File: config.mk
export PLATFORM = sky130hd
export DESIGN_NAME = alu_result_demux
export DESIGN_NICKNAME = d
export VERILOG_FILES = /design/src/rtl/alu_result_demux.sv
export SDC_FILE = /design/constraint.sdc
export NUM_CORES = 1
export LEC_CHECK = 0
export CAP_MARGIN = 30
export CORE_ASPECT_RATIO = 1.2
export CORE_MARGIN = 2
export CORE_UTILIZATION = 50
export CTS_BUF_LIST = sky130_fd_sc_hd__clkbuf_8 sky130_fd_sc_hd__clkbuf_16
export CTS_CLUSTER_DIAMETER = 50
export CTS_CLUSTER_SIZE = 40
export DETAILED_ROUTE_END_ITERATION = 8
export PLACE_DENSITY = 0.84
export REMOVE_ABC_BUFFERS = 1
export SYNTH_ARGS = -nofsm -noshare
export SYNTH_HDL_FRONTEND = slang
export SYNTH_SLANG_ARGS = --single-unit
File: constraint.sdc
create_clock -name clk -period 12.9 [get_ports clk]
set_input_delay 3.87 -clock clk [delete_from_list [all_inputs] [get_ports clk]]
set_output_delay 3.87 -clock clk [all_outputs]
set_load 0.005 [all_outputs]
File: src/rtl/alu_result_demux.sv
// ALU result demux: steers each result into one of two per-destination FIFOs
// (out0 = writeback, out1 = LSU address). Optional stats under `DEMUX_STATS_EN.

module alu_result_demux_fifo #(
  parameter int WIDTH = 32,
  parameter int DEPTH = 2
) (
  input  logic             clk,
  input  logic             rst,
  input  logic             i_flush,
  input  logic             i_push,
  input  logic [WIDTH-1:0] i_data,
  input  logic             i_pop,
  output logic             o_full,
  output logic [WIDTH-1:0] o_data,
  output logic             o_valid
);
  localparam int AW = $clog2(DEPTH);
  localparam int CW = AW + 1;

  logic [WIDTH-1:0] r_mem [DEPTH];
  logic [AW-1:0]    r_wr, r_rd;
  logic [CW-1:0]    r_cnt;
  logic             w_pop;

  assign o_full  = (r_cnt == CW'(DEPTH));
  assign o_valid = (r_cnt != '0);
  assign o_data  = r_mem[r_rd];
  // Pop is ignored while empty; push is pre-qualified by the top-level in_ready.
  assign w_pop   = i_pop && o_valid;

  always_ff @(posedge clk or posedge rst) begin
    if (rst) begin
      r_wr  <= '0;
      r_rd  <= '0;
      r_cnt <= '0;
      for (int i = 0; i < DEPTH; i++) r_mem[i] <= '0;
    end else if (i_flush) begin
      r_wr  <= '0;
      r_rd  <= '0;
      r_cnt <= '0;
    end else begin
      if (i_push) begin
        r_mem[r_wr] <= i_data;
        r_wr        <= r_wr + AW'(1);
      end
      if (w_pop) r_rd <= r_rd + AW'(1);
      case ({i_push, w_pop})
        2'b10:   r_cnt <= r_cnt + CW'(1);
        2'b01:   r_cnt <= r_cnt - CW'(1);
        default: r_cnt <= r_cnt;
      endcase
    end
  end
endmodule

module alu_result_demux #(
  parameter int WIDTH = 32,
  parameter int DEPTH = 2
) (
  input  logic             clk,
  input  logic             rst,
  input  logic             flush,
  input  logic [WIDTH-1:0] in_data,
  input  logic             in_sel,
  input  logic             in_valid,
  output logic             in_ready,
  output logic [WIDTH-1:0] out0_data,
  output logic             out0_valid,
  input  logic             out0_ready,
  output logic [WIDTH-1:0] out1_data,
  output logic             out1_valid,
  input  logic             out1_ready,
  output logic [15:0]      stat_acc0,
  output logic [15:0]      stat_acc1,
  output logic [15:0]      stat_stall
);
  logic [1:0]            w_full, w_valid, w_rdy, w_acc;
  logic [1:0][WIDTH-1:0] w_data;

  // Full is registered state, so a same-cycle pop cannot open the input.
  assign in_ready = !rst && !w_full[in_sel];
  assign w_rdy    = {out1_ready, out0_ready};

  for (genvar g = 0; g < 2; g++) begin : g_dst
    assign w_acc[g] = in_valid && in_ready && (in_sel == 1'(g));
    alu_result_demux_fifo #(.WIDTH(WIDTH), .DEPTH(DEPTH)) u_fifo (
      .clk     (clk),
      .rst     (rst),
      .i_flush (flush),
      .i_push  (w_acc[g]),
      .i_data  (in_data),
      .i_pop   (w_rdy[g]),
      .o_full  (w_full[g]),
      .o_data  (w_data[g]),
      .o_valid (w_valid[g])
    );
  end

  assign out0_data  = w_data[0];
  assign out0_valid = w_valid[0];
  assign out1_data  = w_data[1];
  assign out1_valid = w_valid[1];

`ifdef DEMUX_STATS_EN
  logic [15:0] r_acc0, r_acc1, r_stall;

  // Saturating; flush leaves them untouched.
  always_ff @(posedge clk or posedge rst) begin
    if (rst) begin
      r_acc0  <= '0;
      r_acc1  <= '0;
      r_stall <= '0;
    end else begin
      if (w_acc[0] && r_acc0 != 16'hFFFF) r_acc0 <= r_acc0 + 16'd1;
      if (w_acc[1] && r_acc1 != 16'hFFFF) r_acc1 <= r_acc1 + 16'd1;
      if (in_valid && !in_ready && r_stall != 16'hFFFF) r_stall <= r_stall + 16'd1;
    end
  end

  assign stat_acc0  = r_acc0;
  assign stat_acc1  = r_acc1;
  assign stat_stall = r_stall;
`else
  assign stat_acc0  = 16'h0000;
  assign stat_acc1  = 16'h0000;
  assign stat_stall = 16'h0000;
`endif
endmodule

==> summary by stage <==
STA
The share of the clock period used by the worst path after layout is 71.3%. After layout, the worst setup slack is 3.70 ns. The final count of hold timing violations is 0. The worst slew margin relative to its limit is 37.1%. Setup repair after global routing left no endpoint under its margin.

The worst setup skew after layout is 0.0109 ns. At the pin with the least slew margin, the transition time is 0.944 ns. After layout, the minimum clock period comes to 9.20 ns. The final max-slew violation count is 0. The maximum frequency from static timing analysis is 109 MHz. The post-route setup TNS is 0 ns. Setup violations remaining at the end of the flow were counted as 0.

Synth
A synthesized cell averages 14.4 um2. The cell count after synthesis is 450. After synthesis, flip-flops and latches occupy 52.4% of the total area. The number of different library cells used by synthesis comes to 29. In the synthesized netlist the async set-or-reset flop fraction comes to 100%. The area of the mapped netlist is 0.00649 mm2. In the synthesized netlist the dominant register cell turns out to be sky130_fd_sc_hd__dfrtp_1. Yosys printed 0 warnings. Counting flops and latches in the post-synthesis netlist gives 136. In this run, synthesis inferred 0 flip-flops with an integrated enable.

Outcome
The run finished with clean final reports.

Cells and area
Of the cells placed in the final design, the portion with a size suffix greater than 1 is 40.2%. The number of fill cells in the layout is 929. The net count of the finished layout is 591.

The number of antenna diodes in the final layout is 0. Relative to the synthesized area, the layout overhead comes to 24.3%. The final core utilization is 63.7%.

Drt
The DRC marker count from the first detailed-route iteration is 104. Detailed routing inserted a total of 3699 vias. Using the TritonRoute via totals, the vias-per-cell ratio works out to 5.07. The count of unresolved DRC violations after routing is 0. The final wirelength is 12600 um. The final routed wire length divided by cell count is 17.3 um. The first detailed-routing pass ran for 4 iterations.

The number of nets with antenna violations after detailed routing is 0.

Power
The combinational fraction of design power is 22.2%. The internal power of the cells totals 0.00104 W. The leakage power of the design is 3.77 nW. The switching fraction of total power is 22.5%.

For this design the ratio of total power to cell area is 166 mW/mm2. The worst-case IR drop observed on VDD is 0.0000828 V. In this run the power spent charging and discharging nets is 0.000302 W.

The share of total power dissipated in sequential elements is 40.9%. After layout, the design draws a total of 0.00134 W. Per report_power, the clock group accounts for 36.9% of the total.

Critical path
The depth of the worst register-to-register path is 3. For this run, the slowest stage of the critical path takes 0.60 ns. The peak fanout along the critical path is 8. STA puts the critical path data required time at 9.03 ns. The master of the slowest instance on the critical path is sky130_fd_sc_hd__clkdlybuf4s50_1. Data on the critical path arrives at its endpoint at 5.33 ns.

The setup check on the worst reg-to-reg path leaves a slack of 10.58 ns. Among the stages of the critical path, the cell type that occurs most often is sky130_fd_sc_hd__clkdlybuf4s50_1. Walking the worst path, the cells encountered are clkdlybuf4s50_1 > nor2_1 > a211oi_1 > clkdlybuf4s50_1. The source of the worst register-to-register timing path is g_dst[1].u_fifo.r_cnt[1]$_DFFE_PP0P_.

The endpoint of the worst-slack reg-to-reg timing path is g_dst[1].u_fifo.r_mem[40]$_DFFE_PP0P_. The class of the most critical setup path is in -> out. STA classifies the critical path startpoint as a primary input. STA classifies the critical path endpoint as an output port.

Global route
The via count of the first global-routing pass is 4003. The total grt overflow is 0. The combined global-route utilization of all metal layers is 19.0%.

The pin count of the biggest net entering global routing is 77. The first-pass GRT wire length is 20100 um. The initial antenna violation count was 0.

Floorplanning
The die boundary height is 129 um. The floorplan step defined a die boundary enclosing 0.0139 mm2. The core region is 0.0127 mm2. The starting utilization of the core area is 51.2%. The width of the die is 108 um. Row generation in the floorplan step produced 45 rows.

The number of top-level pins is 154.

Worst hold path
Along the worst hold path, the cell count comes to 1. The startpoint identified for the worst hold timing path is g_dst[1].u_fifo.r_mem[28]$_DFFE_PP0P_. The terminating pin of the worst hold path is g_dst[1].u_fifo.r_mem[28]$_DFFE_PP0P_. The type of the worst min-delay path is reg -> reg.

Clock tree
CTS placed an instance of sky130_fd_sc_hd__clkbuf_16 at the clock tree root. The number of buffers added to fix hold violations after cts is 0. The clock buffer count from CTS is 17. The total clock sinks is 136. The later-pin clock latency in the skew report is 0.41 ns. In this run the deepest clock path goes through 2 buffers. After clock tree synthesis, the clock-pin slew on the worst setup and hold paths is 0.05 ns. After clock tree synthesis, the setup repair step added 0 buffers.

The CTS H-tree depth is 4. TritonCTS built the clock tree. The post-cts resize count is 0.

Flow run
The tool flagged a number of max-cap violations equal to 0.

Placement
OpenSTA, run right after detailed placement, puts the worst setup slack at 3.73 ns. The count of port buffers added during placement is 105. After legalization and detailed placement, the total HPWL measured 7820 um. The placer congestion estimate is 0.773.
==> synth_stat cells (all sizes together) (2+ instances only) <==
cell	number	area (um2)
xor2	2	17.5
nor3b	2	15.0
a2111oi	2	17.5
nor2	7	26.3
clkbuf	14	52.6
dfrtp	136	3400
buf	58	462
nand2	6	22.5
a31oi	2	12.5
o21ai	6	30.0
mux2	192	2270
inv	3	11.3
or4	2	18.8
nand3b	3	22.5
nor4	2	12.5
nor2b	6	37.5
==> critical path: cells and delay by family <==
family                 cells  cell delay (ns)
buffers and inverters      2             1.14
AO/OA/AOI/OAI              1             0.22
AND/OR/NAND/NOR            1             0.10
==> cells in the final DEF, fill, tap and decap left out, types with 4 or more instances in the layout <==
master / n
sky130_fd_sc_hd__mux2_2: 161
sky130_fd_sc_hd__dfrtp_1: 134
sky130_fd_sc_hd__clkdlybuf4s50_1: 105
sky130_fd_sc_hd__conb_1: 48
sky130_fd_sc_hd__mux2_4: 29
sky130_fd_sc_hd__clkbuf_16: 17
sky130_fd_sc_hd__nor2_1: 7
sky130_fd_sc_hd__inv_1: 7
sky130_fd_sc_hd__nor2b_1: 6
sky130_fd_sc_hd__nand2_1: 6
sky130_fd_sc_hd__o21ai_0: 6
sky130_fd_sc_hd__clkinv_2: 4
sky130_fd_sc_hd__bufinv_16: 4
==> power groups by stage <==
stage	Clock, W	Sequential, W	Combinational [W]
after floorplan	0	0.000538	0.000157
after global placement	0	0.000546	0.000292
after detailed placement	0	0.000553	0.000300
after CTS	0.000504	0.000547	0.000302
after global routing	0.000525	0.000557	0.000322
final	0.000494	0.000547	0.000298
==> kinds of logic after synthesis <==
| group | synth area share, % |
|---|---|
| AOI/OAI and AO/OA | 1.04 |
| xor gates and xnor gates | 0.270 |
| buffers and inverters | 8.10 |
| DFF | 52.4 |
| muxes | 35.0 |
| other | 0.0578 |
| and+or+nand+nor | 3.09 |
==> registers in the layout, summed over array words and instances (netlist names) <==
signal / count
g_dst.u_fifo.r_mem: 128
g_dst.u_fifo.r_cnt: 4
g_dst.u_fifo.r_rd: 2
g_dst.u_fifo.r_wr: 2
==> metrics by stage <==
step,std cells,hold slack [ns],area (um2)
detailed placement,696,0.473,7430
global route,729,0.505,8070
CTS,728,0.486,8040
global placement,696,0.462,7430
floorplan,425,0.452,6150
finish,729,0.486,8070
==> final cells by class <==
type / instances / area [um2] / area share [%]
Timing Repair Buffer: 108 / 1090 / 13.6
Multi-Input combinational cell: 286 / 2740 / 34.0
Clock inverter: 14 / 166 / 2.06
Inverter: 3 / 16.3 / 0.202
Sequential cell: 136 / 3410 / 42.2
Tap cell: 164 / 205 / 2.54
Clock buffer: 18 / 439 / 5.45
==> per-layer routing <==
layer	share of wire, %	up-vias	GRT usage [%]
li1	-	1700	-
met1	42	1875	22.5
met2	52	109	33.0
met3	4.3	15	5.27
met4	1.3	0	6.71
met5	0	-	0
==> worst max-delay path by stage <==
stage,from,endpoint,slack [ns],cells past startpoint
4_1_cts,in_sel,in_ready,3.72,4
2_1_floorplan,in_sel,in_ready,4.89,2
3_3_place_gp,in_sel,in_ready,3.76,4
3_5_place_dp,in_sel,in_ready,3.73,4
6_report,in_sel,in_ready,3.70,4
5_1_grt,in_sel,in_ready,3.56,4
Note: power is estimated with default switching activity, not from simulation.
